===== config.mk =====
export PLATFORM = sky130hd
export DESIGN_NAME = led_pwm_sequencer
export DESIGN_NICKNAME = d
export VERILOG_FILES = /design/src/rtl/led_pwm_sequencer.sv
export SDC_FILE = /design/constraint.sdc
export NUM_CORES = 1
export LEC_CHECK = 0
export BUFFER_PORTS_ARGS = -buffer_cell sky130_fd_sc_hd__buf_2
export CORE_MARGIN = 2
export CORE_UTILIZATION = 34
export DETAILED_ROUTE_END_ITERATION = 16
export GPL_TIMING_DRIVEN = 0
export SYNTH_ARGS = -nofsm -noshare
export SYNTH_HDL_FRONTEND = slang
export SYNTH_SLANG_ARGS = --single-unit
export TNS_END_PERCENT = 20

===== constraint.sdc =====
create_clock -name clk -period 3.2 [get_ports clk]
set_input_delay 0.96 -clock clk [delete_from_list [all_inputs] [get_ports clk]]
set_output_delay 0.96 -clock clk [all_outputs]
set_load 0.01 [all_outputs]

===== src/rtl/led_pwm_sequencer.sv =====
// Multi-channel LED PWM sequencer: per-channel OFF / STATIC / BLINK / BREATHE brightness.
// Latency: led is registered, one clk after pwm_cnt / effective level; cfg_err one clk after the bad write.
// Backpressure: none; cfg_ready rises on the first edge after reset and stays high.
//
// Ports:
//   clk, rst_n            system clock, asynchronous active-low reset (release assumed synchronised upstream)
//   cfg_valid / cfg_ready config write handshake
//   cfg_chan              target channel index
//   cfg_mode              00 OFF, 01 STATIC, 10 BLINK, 11 BREATHE
//   cfg_duty              brightness, or breathe peak level
//   cfg_err               one-cycle pulse after a write to a channel index >= CHANNELS
//   led                   registered LED drive, polarity set by ACTIVE_LOW
module led_pwm_sequencer #(
    parameter int  CHANNELS   = 3,
    parameter int  WIDTH      = 8,
    parameter int  PRESCALE   = 48000,
    parameter int  ACTIVE_LOW = 0,
    localparam int CHAN_W     = (CHANNELS > 1) ? $clog2(CHANNELS) : 1
) (
    input  logic                clk,
    input  logic                rst_n,
    input  logic                cfg_valid,
    output logic                cfg_ready,
    input  logic [CHAN_W-1:0]   cfg_chan,
    input  logic [1:0]          cfg_mode,
    input  logic [WIDTH-1:0]    cfg_duty,
    output logic                cfg_err,
    output logic [CHANNELS-1:0] led
);

    localparam int                 PRESC_W    = (PRESCALE > 1) ? $clog2(PRESCALE) : 1;
    localparam logic [PRESC_W-1:0] PRESC_LAST = PRESC_W'(PRESCALE - 1);
    localparam logic [WIDTH-1:0]   LVL_ONE    = WIDTH'(1);
    localparam logic               LED_INV    = (ACTIVE_LOW != 0);

    typedef enum logic [1:0] {
        MODE_OFF     = 2'b00,
        MODE_STATIC  = 2'b01,
        MODE_BLINK   = 2'b10,
        MODE_BREATHE = 2'b11
    } mode_e;

    // Per-channel state
    mode_e            r_mode     [CHANNELS];
    logic [WIDTH-1:0] r_duty     [CHANNELS];
    logic [WIDTH-1:0] r_level    [CHANNELS];
    logic             r_dir_up   [CHANNELS];
    logic             r_blink_ph [CHANNELS];

    // Shared timebase: PWM edges of all channels are phase-aligned
    logic [PRESC_W-1:0]  r_presc;
    logic [WIDTH-1:0]    r_pwm_cnt;
    logic                r_cfg_ready;
    logic                r_cfg_err;
    logic [CHANNELS-1:0] r_led;

    mode_e            w_mode_nxt     [CHANNELS];
    logic [WIDTH-1:0] w_duty_nxt     [CHANNELS];
    logic [WIDTH-1:0] w_level_nxt    [CHANNELS];
    logic             w_dir_up_nxt   [CHANNELS];
    logic             w_blink_ph_nxt [CHANNELS];
    logic [WIDTH-1:0] w_eff          [CHANNELS];
    logic [CHANNELS-1:0] w_on;

    logic w_tick;
    logic w_xfer;
    logic w_chan_bad;

    assign w_tick     = (r_presc == PRESC_LAST);
    assign w_xfer     = cfg_valid && r_cfg_ready;
    assign w_chan_bad = (32'(cfg_chan) >= 32'(CHANNELS));

    assign cfg_ready = r_cfg_ready;
    assign cfg_err   = r_cfg_err;
    assign led       = r_led;

    // Effective level and raw PWM compare. eff==0 never lights; eff==max lights all but one slot.
    always_comb begin
        w_on = '0;
        for (int ch = 0; ch < CHANNELS; ch++) begin
            w_eff[ch] = '0;
            case (r_mode[ch])
                MODE_STATIC:  w_eff[ch] = r_duty[ch];
                MODE_BLINK:   w_eff[ch] = r_blink_ph[ch] ? r_duty[ch] : '0;
                MODE_BREATHE: w_eff[ch] = r_level[ch];
                default:      w_eff[ch] = '0;
            endcase
            w_on[ch] = (r_pwm_cnt < w_eff[ch]);
        end
    end

    // Channel next-state. A config write to a channel overrides a coincident tick on that channel.
    always_comb begin
        for (int ch = 0; ch < CHANNELS; ch++) begin
            w_mode_nxt[ch]     = r_mode[ch];
            w_duty_nxt[ch]     = r_duty[ch];
            w_level_nxt[ch]    = r_level[ch];
            w_dir_up_nxt[ch]   = r_dir_up[ch];
            w_blink_ph_nxt[ch] = r_blink_ph[ch];

            if (w_xfer && !w_chan_bad && (cfg_chan == CHAN_W'(ch))) begin
                w_mode_nxt[ch]     = mode_e'(cfg_mode);
                w_duty_nxt[ch]     = cfg_duty;
                w_level_nxt[ch]    = '0;
                w_dir_up_nxt[ch]   = 1'b1;
                w_blink_ph_nxt[ch] = 1'b1;
            end else if (w_tick) begin
                case (r_mode[ch])
                    MODE_BLINK: w_blink_ph_nxt[ch] = ~r_blink_ph[ch];
                    MODE_BREATHE: begin
                        if (r_duty[ch] == '0) begin
                            w_level_nxt[ch]  = '0;
                            w_dir_up_nxt[ch] = 1'b1;
                        end else if (r_dir_up[ch]) begin
                            // Saturating ramp: turn around on the step that lands on the peak
                            if (r_level[ch] < r_duty[ch]) begin
                                w_level_nxt[ch] = r_level[ch] + LVL_ONE;
                                if ((r_level[ch] + LVL_ONE) == r_duty[ch]) begin
                                    w_dir_up_nxt[ch] = 1'b0;
                                end
                            end else begin
                                w_dir_up_nxt[ch] = 1'b0;
                            end
                        end else begin
                            if (r_level[ch] != '0) begin
                                w_level_nxt[ch] = r_level[ch] - LVL_ONE;
                            end
                            if (r_level[ch] <= LVL_ONE) begin
                                w_dir_up_nxt[ch] = 1'b1;
                            end
                        end
                    end
                    default: ;
                endcase
            end
        end
    end

    always_ff @(posedge clk or negedge rst_n) begin
        if (!rst_n) begin
            for (int ch = 0; ch < CHANNELS; ch++) begin
                r_mode[ch]     <= MODE_OFF;
                r_duty[ch]     <= '0;
                r_level[ch]    <= '0;
                r_dir_up[ch]   <= 1'b1;
                r_blink_ph[ch] <= 1'b1;
            end
            r_presc     <= '0;
            r_pwm_cnt   <= '0;
            r_cfg_ready <= 1'b0;
            r_cfg_err   <= 1'b0;
            r_led       <= {CHANNELS{LED_INV}};
        end else begin
            for (int ch = 0; ch < CHANNELS; ch++) begin
                r_mode[ch]     <= w_mode_nxt[ch];
                r_duty[ch]     <= w_duty_nxt[ch];
                r_level[ch]    <= w_level_nxt[ch];
                r_dir_up[ch]   <= w_dir_up_nxt[ch];
                r_blink_ph[ch] <= w_blink_ph_nxt[ch];
            end
            r_presc     <= w_tick ? '0 : (r_presc + PRESC_W'(1));
            r_pwm_cnt   <= r_pwm_cnt + LVL_ONE;
            r_cfg_ready <= 1'b1;
            r_cfg_err   <= w_xfer && w_chan_bad;
            r_led       <= w_on ^ {CHANNELS{LED_INV}};
        end
    end

endmodule


==> flow_summary.toml <==
[clocking]
h-tree-depth = 3
postCtsHoldBufs = 0
cts_setup_buffers = 0
cts_tree = "built"
clockBufferDepth = 2
numCtsBuffers = 9
clk_pin_slew_ns = 0.07
clock_latency_ns = 0.35
root_buffer = "clkbuf_16"
cts.sinks = 89
cts_resized = 0

[worst_setup_path]
cp_data_required_time_ns = 3.46
crit_path_max_fanout = 10
path_class = "in2reg"
cp.arrival_ns = 3.01
end_kind = "register"
cp-start-kind = "input port"

[synth]
ys_seq_elements = 89
syn_area_um2 = 6370
netlist.top_cell.by_area = "dfrtp_1"
synth_nets = 751
postSynthCellCount = 677
synthTopCellsByArea = "dfrtp_1, ha_1, mux2_2"
ys_seq_area_share_pct = 35.1
ys.flop_type = "dfrtp_1"
synth_top_area_share_pct = 32.6
synth_edf_count = 0
netlist-cell-type-count = 75
synth_warnings = 0
syn_avg_cell_area_um2 = 9.41
async_flop_share_pct = 100

[power_and_ir_drop]
clockPowerShare_pct = 28.4
peakVddDrop_mv = 0.326
combPwrFrac_pct = 34.0
p_sw_mw = 1.53
cellPowerDensity_nw_per_um2 = 580
seqPwrFrac_pct = 37.6
internal_power_mw = 2.60
p_leak_nw = 3.07
switching_share_pct = 37.0

[place]
portBuffers = 19
place.gp.congestion = 0.795
placed_cell_area_um2 = 6790
dp_hpwl_um = 11600
post-place-cells = 931

[global_routing]
use_met1_pct = 23.6
met3_usage_pct = 1.94
track_usage_pct = 16.9
grt_max_degree = 49
grt_util_met2_pct = 27.4
antenna_found_initial = 0
overflow = 0
grt.busiest_layer = "met2"
grt_pass1_wl_um = 27000
grt_pass1_vias = 5163

[final_layout]
nets = 782
mostFrequentLayoutCells = "dfrtp_1, ha_1, nand2_1, o21ai_0, nor2_1"
layout_commonest_cell = "dfrtp_1"
synthToLayoutAreaGrowth_pct = 11.6
finalNonFillerCells = 947
drive_above_1_share_pct = 12.8
fin_area_um2 = 7110
diodes = 0

[timing]
finalMaxSlewViolations = 0
fin_tns_setup_ns = 0
timing.final.crit_share_pct = 86.0
worst_slew_pin_slew_ns = 0.716
fmax_mhz = 363
setup-violations-final = 0
clock-skew-final_ns = 0.00941
grt_setup_unrepaired = "false"
fin_crit_ns = 2.75
maxSlewHeadroom_pct = 50.9
hold_viol = 0

[drt]
first_pass_iters = 5
wl_um = 15700
ant_nets = 0
drcViolationCount = 0
num_vias = 5132
drt_iter0_drc = 492
wl_per_cell_um = 16.5
avgViaCountPerCell = 5.42

[die]
initial_utilization_pct = 34.4
die_x_um = 141
ios = 20
die_h_um = 141
fp-row-count = 50
fp.coreArea_um2 = 18500
die_area_um2 = 19900

[worst_hold_path]
hp-class = "reg2reg"

[job]
cap_violations = 0

[run_status]
status = "finished, final reports clean"
[worst max-delay path: stages]
cell	delay, ns
buf_2	0.11
nor3_1	0.61
a41o_1	0.15
buf_2	0.25
a311oi_4	0.11
or3_1	0.40
buf_4	0.17
o31ai_1	0.23
[cell families after synthesis]
group | count (synthesis) | synth area share (%)
AND/OR/NAND/NOR | 220 | 18.5
AO/OA/AOI/OAI | 168 | 19.0
flip-flops | 89 | 35.1
buffers and inverters | 62 | 4.05
adder cells (fa/ha/maj) | 59 | 11.6
XOR/XNOR | 51 | 7.01
multiplexers | 27 | 4.69
other | 1 | 0.0589
[registers in the layout, summed over array words and instances (netlist names)]
signal      flops
cfg_ready       1
r_dir_up        3
r_blink_ph      3
led             3
r_mode          6
r_presc        16
r_pwm_cnt       8
r_level        24
r_duty         24
cfg_err         1
[final cells by class]
class | instances | area [µm²]
fillers | 1909 | 11400
multi-input cells | 526 | 3880
flip-flops and latches | 89 | 2230
well taps | 234 | 293
clock buffers | 10 | 229
plain buffers | 29 | 134
repair buffers | 20 | 125
inverters | 33 | 124
clock inverters | 6 | 90.1
[Yosys cell counts, types with 7 or more instances]
| library cell | number |
|---|---|
| a21oi_1 | 19 |
| a22oi_1 | 26 |
| and2_1 | 7 |
| and3_1 | 12 |
| clkbuf_1 | 16 |
| dfrtp_1 | 83 |
| ha_1 | 59 |
| inv_1 | 33 |
| mux2_2 | 23 |
| nand2_1 | 53 |
| nand2b_1 | 10 |
| nand3_1 | 24 |
| nand4_1 | 8 |
| nor2_1 | 37 |
| nor2b_1 | 13 |
| nor3_1 | 16 |
| nor4_1 | 9 |
| o21ai_0 | 38 |
| o31ai_1 | 18 |
| xnor2_1 | 26 |
| xor2_1 | 25 |
[path summary, 6_finish.rpt]
check                       startpoint       endpoint  slack [ns]  cells after the start
max in group asynchronous        rst_n  r_blink_ph[2]        1.90                      2
hold / removal              r_presc[4]     r_presc[4]        0.49                      1
setup reg to reg             r_duty[5]     r_level[3]        0.51                      9
setup / recovery           cfg_chan[1]    r_level[19]        0.45                      8
min in group asynchronous        rst_n         led[2]        0.60                      1
hold reg to reg             r_presc[4]     r_presc[4]        0.49                      1
[metrics by stage]
| stage | setup WS [ns] | utilization [%] | hold WS (ns) | power [mW] |
|---|---|---|---|---|
| 4_1_cts | 0.402 | 38.4 | 0.500 | 4.15 |
| 5_1_grt | 0.256 | 38.4 | 0.528 | 4.45 |
| 3_3_place_gp | 0.0458 | 36.5 | 0.481 | 2.94 |
| 6_report | 0.447 | 38.4 | 0.493 | 4.13 |
| 3_5_place_dp | 0.0619 | 36.7 | 0.488 | 2.96 |
| 2_1_floorplan | 0.787 | - | 0.451 | 2.57 |
[power by group through the flow]
| stage | sequential [mW] | combinational, mW | clock (mW) |
|---|---|---|---|
| floorplan | 1.48 | 1.09 | 0 |
| global placement | 1.56 | 1.37 | 0 |
| detailed placement | 1.56 | 1.40 | 0 |
| CTS | 1.54 | 1.41 | 1.20 |
| global route | 1.58 | 1.62 | 1.25 |
| finish | 1.55 | 1.40 | 1.17 |
[metal layers]
layer | vias up | share of wire (%) | routed length, µm
li1 | 2549 | - | -
met1 | 2499 | 49 | 7730
met2 | 67 | 46 | 7260
met3 | 17 | 2.5 | 397
met4 | 0 | 1.7 | 264
met5 | - | 0 | 0
(Power assumes the default switching activity.)
